**config.mk**
```make
export PLATFORM = sky130hd
export DESIGN_NAME = fm_to_low_clock_flat
export DESIGN_NICKNAME = d
export VERILOG_FILES = /design/src/rtl/fm_filter_pkg.sv /design/src/rtl/fm_to_low_clock_if.sv /design/src/rtl/low_clock_edge_detect.sv /design/src/rtl/fm_to_low_clock.sv /design/src/flat_wrapper.sv
export SDC_FILE = /design/constraint.sdc
export NUM_CORES = 1
export LEC_CHECK = 0
export ABC_CLOCK_PERIOD_IN_PS = 3000
export CAP_MARGIN = 20
export CORE_UTILIZATION = 55
export DETAILED_ROUTE_END_ITERATION = 12
export GPL_TIMING_DRIVEN = 0
export PLACE_DENSITY = 0.79
export SETUP_SLACK_MARGIN = 0.4
export SLEW_MARGIN = 20
export SYNTH_ARGS = -nofsm -noshare
export SYNTH_HDL_FRONTEND = slang
export SYNTH_SLANG_ARGS = --single-unit
```
**constraint.sdc**
```tcl
create_clock -name clock_high -period 3 [get_ports clock_high]
set_input_delay 0.45 -clock clock_high [delete_from_list [all_inputs] [get_ports clock_high]]
set_output_delay 0.45 -clock clock_high [all_outputs]
set_load 0.005 [all_outputs]
```
**src/rtl/fm_filter_pkg.sv**
```systemverilog
// Shared constants and types for the FM audio to low-clock transfer block.
package fm_filter_pkg;

    localparam int DATA_WIDTH_DEF = 16;
    localparam int AVG_SHIFT_DEF  = 2;
    localparam int SYNC_DEPTH     = 3;

    // Edge FSM: transfer is armed in WAIT_LOW and disarmed until clock_low is seen high again.
    typedef enum logic {
        WAIT_LOW  = 1'b0,
        WAIT_HIGH = 1'b1
    } edge_state_e;

endpackage

```
**src/rtl/fm_to_low_clock_if.sv**
```systemverilog
// Sample stream into the block and averaged, low-clock-aligned result out.
interface fm_to_low_clock_if
    import fm_filter_pkg::*;
#(
    parameter int DATA_WIDTH = DATA_WIDTH_DEF
);

    logic signed [DATA_WIDTH-1:0] data_in;
    logic                         data_valid;
    logic signed [DATA_WIDTH-1:0] data_out;
    logic                         out_update;
    logic                         overrun;

    modport master (
        output data_in,
        output data_valid,
        input  data_out,
        input  out_update,
        input  overrun
    );

    modport slave (
        input  data_in,
        input  data_valid,
        output data_out,
        output out_update,
        output overrun
    );

endinterface

```
**src/rtl/low_clock_edge_detect.sv**
```systemverilog
// Synchronises clock_low into the clock_high domain, flags its falling edge and
// tracks whether a transfer is still allowed in the current clock_low period.
module low_clock_edge_detect
    import fm_filter_pkg::*;
(
    input  logic        clock_high_i,
    input  logic        reset_i,
    input  logic        clock_low_i,
    output logic        fall_o,
    output edge_state_e state_o
);

    logic [SYNC_DEPTH-1:0] sync_q;
    edge_state_e           state_q;

    // Oldest flop still 1 while the next one has gone 0: falling edge of clock_low.
    assign fall_o  = sync_q[SYNC_DEPTH-1] & ~sync_q[SYNC_DEPTH-2];
    assign state_o = state_q;

    // Synchroniser chain s1 <= clock_low, s2 <= s1, s3 <= s2 plus edge FSM.
    always_ff @(posedge clock_high_i) begin
        if (reset_i) begin
            sync_q  <= '0;
            state_q <= WAIT_LOW;
        end else begin
            sync_q <= {sync_q[SYNC_DEPTH-2:0], clock_low_i};
            case (state_q)
                WAIT_LOW:  if (fall_o)      state_q <= WAIT_HIGH;
                WAIT_HIGH: if (sync_q[1])   state_q <= WAIT_LOW;
                default:                    state_q <= WAIT_LOW;
            endcase
        end
    end

endmodule

```
**src/rtl/fm_to_low_clock.sv**
```systemverilog
// Averages windows of 2^AVG_SHIFT FM samples on clock_high and presents each
// result on data_out just after a clock_low falling edge, so it is stable at
// the following clock_low rising edge.
module fm_to_low_clock
    import fm_filter_pkg::*;
#(
    parameter int DATA_WIDTH = DATA_WIDTH_DEF,
    parameter int AVG_SHIFT  = AVG_SHIFT_DEF
) (
    input  logic              clock_high,
    input  logic              reset,
    input  logic              clock_low,
    fm_to_low_clock_if.slave  bus
);

    localparam int ACC_W = DATA_WIDTH + AVG_SHIFT;
    localparam int CNT_W = AVG_SHIFT + 1;
    localparam logic [CNT_W-1:0] CNT_LAST = CNT_W'((1 << AVG_SHIFT) - 1);

    // Floor average of a full window; the shifted sum always fits DATA_WIDTH.
    function automatic logic signed [DATA_WIDTH-1:0] avg_window(input logic signed [ACC_W-1:0] s);
        return DATA_WIDTH'(s >>> AVG_SHIFT);
    endfunction

    logic                         fall;
    edge_state_e                  edge_state;

    logic signed [ACC_W-1:0]      acc_q, acc_d;
    logic [CNT_W-1:0]             cnt_q, cnt_d;
    logic signed [DATA_WIDTH-1:0] pending_q, pending_d;
    logic                         pending_valid_q, pending_valid_d;
    logic signed [DATA_WIDTH-1:0] data_out_q, data_out_d;
    logic                         out_update_q, out_update_d;
    logic                         overrun_q, overrun_d;

    logic signed [ACC_W-1:0]      din_ext;
    logic signed [ACC_W-1:0]      sum;
    logic signed [DATA_WIDTH-1:0] result;
    logic                         win_done;
    logic                         transfer;

    low_clock_edge_detect u_edge (
        .clock_high_i (clock_high),
        .reset_i      (reset),
        .clock_low_i  (clock_low),
        .fall_o       (fall),
        .state_o      (edge_state)
    );

    assign din_ext  = ACC_W'(bus.data_in);
    assign sum      = acc_q + din_ext;
    assign result   = avg_window(sum);
    assign win_done = bus.data_valid && (cnt_q == CNT_LAST);
    // Only the WAIT_LOW -> WAIT_HIGH transition may move a staged result out.
    assign transfer = fall && (edge_state == WAIT_LOW) && pending_valid_q;

    // Next-state for accumulator, staging register and output register.
    always_comb begin
        acc_d           = acc_q;
        cnt_d           = cnt_q;
        pending_d       = pending_q;
        pending_valid_d = pending_valid_q;
        data_out_d      = data_out_q;
        out_update_d    = transfer;
        overrun_d       = overrun_q;

        if (bus.data_valid) begin
            if (win_done) begin
                acc_d = '0;
                cnt_d = '0;
            end else begin
                acc_d = sum;
                cnt_d = cnt_q + CNT_W'(1);
            end
        end

        if (transfer) begin
            data_out_d      = pending_q;
            pending_valid_d = 1'b0;
        end

        // A freshly completed window re-arms the stage even if it was just emptied.
        if (win_done) begin
            pending_d       = result;
            pending_valid_d = 1'b1;
            if (pending_valid_q && !transfer) begin
                overrun_d = 1'b1;
            end
        end
    end

    // State registers; reset discards any partial window and staged result.
    always_ff @(posedge clock_high) begin
        if (reset) begin
            acc_q           <= '0;
            cnt_q           <= '0;
            pending_q       <= '0;
            pending_valid_q <= 1'b0;
            data_out_q      <= '0;
            out_update_q    <= 1'b0;
            overrun_q       <= 1'b0;
        end else begin
            acc_q           <= acc_d;
            cnt_q           <= cnt_d;
            pending_q       <= pending_d;
            pending_valid_q <= pending_valid_d;
            data_out_q      <= data_out_d;
            out_update_q    <= out_update_d;
            overrun_q       <= overrun_d;
        end
    end

    assign bus.data_out   = data_out_q;
    assign bus.out_update = out_update_q;
    assign bus.overrun    = overrun_q;

endmodule

```
**src/flat_wrapper.sv**
```systemverilog
// flat-port wrapper written by rule: the top's interface ports become plain ports
module fm_to_low_clock_flat import fm_filter_pkg::*;
#(
    parameter int DATA_WIDTH = DATA_WIDTH_DEF,
    parameter int AVG_SHIFT  = AVG_SHIFT_DEF
)
  (clock_high, reset, clock_low, bus_data_in, bus_data_valid, bus_data_out, bus_out_update, bus_overrun);
  fm_to_low_clock_if #(.DATA_WIDTH(DATA_WIDTH)) bus_i ();
  input  logic clock_high;
  input  logic reset;
  input  logic clock_low;
  input wire logic [$bits(bus_i.data_in)-1:0] bus_data_in;
  input wire logic [$bits(bus_i.data_valid)-1:0] bus_data_valid;
  output wire logic [$bits(bus_i.data_out)-1:0] bus_data_out;
  output wire logic [$bits(bus_i.out_update)-1:0] bus_out_update;
  output wire logic [$bits(bus_i.overrun)-1:0] bus_overrun;
  assign bus_i.data_in = bus_data_in;
  assign bus_i.data_valid = bus_data_valid;
  assign bus_data_out = bus_i.data_out;
  assign bus_out_update = bus_i.out_update;
  assign bus_overrun = bus_i.overrun;
  fm_to_low_clock #(.DATA_WIDTH(DATA_WIDTH), .AVG_SHIFT(AVG_SHIFT)) u_core (.clock_high(clock_high), .reset(reset), .clock_low(clock_low), .bus(bus_i));
endmodule
```
==> impl_metrics.json <==
{
  "status": "complete, no violations",
  "final_common_cell": "nand2_1",
  "htree_levels": 3,
  "multi_input_area_um2": 1770,
  "grt_max_degree": 13,
  "seq_power_share_pct": 39.1,
  "stdcell_count": 508,
  "drc": 0,
  "gp_congestion": 0.942,
  "drive_above_1_share_pct": 8.72,
  "report.power.total_mw": 2.21,
  "p_per_area_nw_per_um2": 577,
  "hold_viol": 0,
  "min_period_ns": 2.54,
  "clk_pin_slew_ns": 0.07,
  "coreArea_um2": 5470,
  "drt-wirelength-per-cell_um": 14.9,
  "fp.dieW_um": 77.2,
  "setup_viol": 0,
  "routed_wl_um": 7570,
  "p_leak_nw": 1.44,
  "ys_ff_latch": 60,
  "max_freq_mhz": 394,
  "clkSinkCount": 60,
  "dp.cells": 490,
  "die_h_um": 77.2,
  "cap_violations": 0,
  "setup_tns_ns": 0,
  "rsz0062_at_grt": "false",
  "holdBufCountCts": 0,
  "vias": 2934,
  "netlist_area_um2": 3110,
  "power.switching_mw": 0.677,
  "cp-start-kind": "primary input",
  "start_util_pct": 56.9,
  "skew_ns": 0.00960,
  "worstSetupPathType": "primary input to register",
  "critPathArrivalTime_ns": 2.81,
  "grt_overflow": 0,
  "ys_async_sr_fraction_pct": 0,
  "ys_types": 53,
  "diodes": 0,
  "clk_latency_ns": 0.35,
  "tightest_slew_ns": 0.674,
  "cts_tree": "done",
  "register_area_um2": 1200,
  "worstPathMaxFanout": 3,
  "sw_frac_of_total_pct": 30.7,
  "nFillCells": 480,
  "cp-end-kind": "register",
  "combPwrFrac_pct": 24.0,
  "p_int_mw": 1.53,
  "rows": 27,
  "fin_util_pct": 70.0,
  "ys.flop_type": "dfxtp_1",
  "grt_usage_pct": 26.5,
  "syn_avg_cell_area_um2": 8.17,
  "ant_nets": 0,
  "drt-initial-drc-count": 178,
  "clock_power_share_pct": 36.9,
  "dp_hpwl_um": 5610,
  "synth_warnings": 0,
  "grt_pass1_wl_um": 12400,
  "required_ns": 3.27,
  "syn_to_final_growth_pct": 23.0,
  "synth_cells": 381,
  "dr.pass1.iters": 5,
  "die_area_um2": 5960,
  "root_buffer": "clkbuf_8",
  "synth_nets": 420,
  "via_per_inst": 5.78,
  "max-slew-margin-rel_pct": 54.9,
  "cts_buffers": 9,
  "port_buffers": 37,
  "fin_nets": 470,
  "hold_class": "register to register",
  "cts.path.max_buffers": 2,
  "seq_area_frac_synth_pct": 38.6,
  "synth_edf_count": 0,
  "antenna_found_initial": 0,
  "io_pins": 38,
  "fin_crit_sh_pct": 84.6,
  "peakVddDrop_mv": 0.302,
  "final_cell_mix": "nand2_1, dfxtp_1, a21oi_1",
  "grt_pass1_vias": 2673,
  "slew_viol_final": 0
}
[worst max-delay path: stages]
cell and delay (ns):
clkdlybuf4s50_1 0.46, ha_1 0.17, inv_1 0.06, fa_1 0.40, nand2b_4 0.18, a21oi_4 0.18, o2111ai_1 0.18, and4_1 0.24
or3_1 0.36, a21oi_2 0.13
[layout make-up]
type / count / share of cell area, %
Multi-Input combinational cell: 282 / 46.3
Inverter: 15 / 1.47
Tap cell: 72 / 2.35
Clock buffer: 9 / 3.24
Clock inverter: 7 / 2.58
Timing Repair Buffer: 39 / 10.1
Sequential cell: 60 / 31.4
Buffer: 24 / 2.65
[flip-flops by register name, summed over array words and instances (netlist names)]
name	flops
u_core.pending_q	16
u_core.acc_q	18
u_core.bus.data_out	16
u_core.bus.out_update	1
u_core.pending_valid_q	1
u_core.bus.overrun	1
u_core.u_edge.state_o	1
u_core.u_edge.sync_q	3
u_core.cnt_q	3
[repair_timing]
action,CTS,global route
pin swaps,1,1
gates cloned,0,0
setup endpoints to repair,3,2
setup buffers,1,1
gates resized for setup,0,3
[stage by stage]
step	worst slack [ns]	instance area [um2]	hold WS, ns
final	0.463	3830	0.447
after detailed placement	-0.00422	3570	0.430
after CTS	0.408	3800	0.447
after floorplan	0.791	3110	0.414
after global placement	0.0767	3570	0.419
after global routing	0.395	3830	0.472
[kinds of logic (layout without fill, tap and decap cells)]
logic type | Yosys count | after routing | share of synthesized area [%]
AND/OR/NAND/NOR | 148 | 148 | 23.0
adder cells (fa/ha/maj) | 19 | 19 | 7.88
flip-flops | 60 | 60 | 38.6
multiplexers | 1 | 1 | 0.322
XOR/XNOR | 11 | 11 | 3.54
buffers and inverters | 39 | 94 | 5.07
AO/OA/AOI/OAI | 103 | 103 | 21.6
[synth_stat cells, types with 4 or more instances]
master,number,share of area (%)
or3_1,5,1.0
o211ai_1,5,1.2
nor2b_1,6,1.2
a22oi_1,4,0.97
nand2_1,65,7.8
o21a_1,4,0.97
dfxtp_1,60,39
o32ai_1,5,1.4
xnor2_1,10,2.8
a21o_1,5,1.2
nor2_1,27,3.3
buf_2,6,0.97
nand3_1,7,1.1
o21ai_0,12,1.9
clkbuf_1,15,1.8
a21oi_1,43,6.9
inv_1,15,1.8
nor3_1,7,1.1
nand3b_1,10,2.4
ha_1,18,7.2
[path summary, 6_finish.rpt]
kind	start	end	slack, ns	depth (start not counted)
worst max-delay path	bus_data_in[0]	u_core.pending_q[12]	0.46	10
worst max register to register	u_core.acc_q[0]	u_core.pending_q[12]	0.69	9
worst min-delay path	u_core.u_edge.sync_q[0]	u_core.u_edge.sync_q[1]	0.45	1
worst min register to register	u_core.u_edge.sync_q[0]	u_core.u_edge.sync_q[1]	0.45	1
[power by group through the flow]
stage	Clock (mW)	Sequential, mW	Combinational [mW]
after global routing	0.863	0.868	0.581
after detailed placement	0	0.881	0.505
after floorplan	0	0.874	0.376
after global placement	0	0.878	0.494
after CTS	0.826	0.863	0.512
final	0.814	0.864	0.530
[metal layers]
layer	vias up	track usage, %	part of all wire [%]
met5	-	0	0
met4	0	10.9	1.7
met3	15	7.02	5.8
met2	104	41.9	47
met1	1366	34.1	46
li1	1449	-	-
No activity file was read; power rests on OpenSTA's default activity.
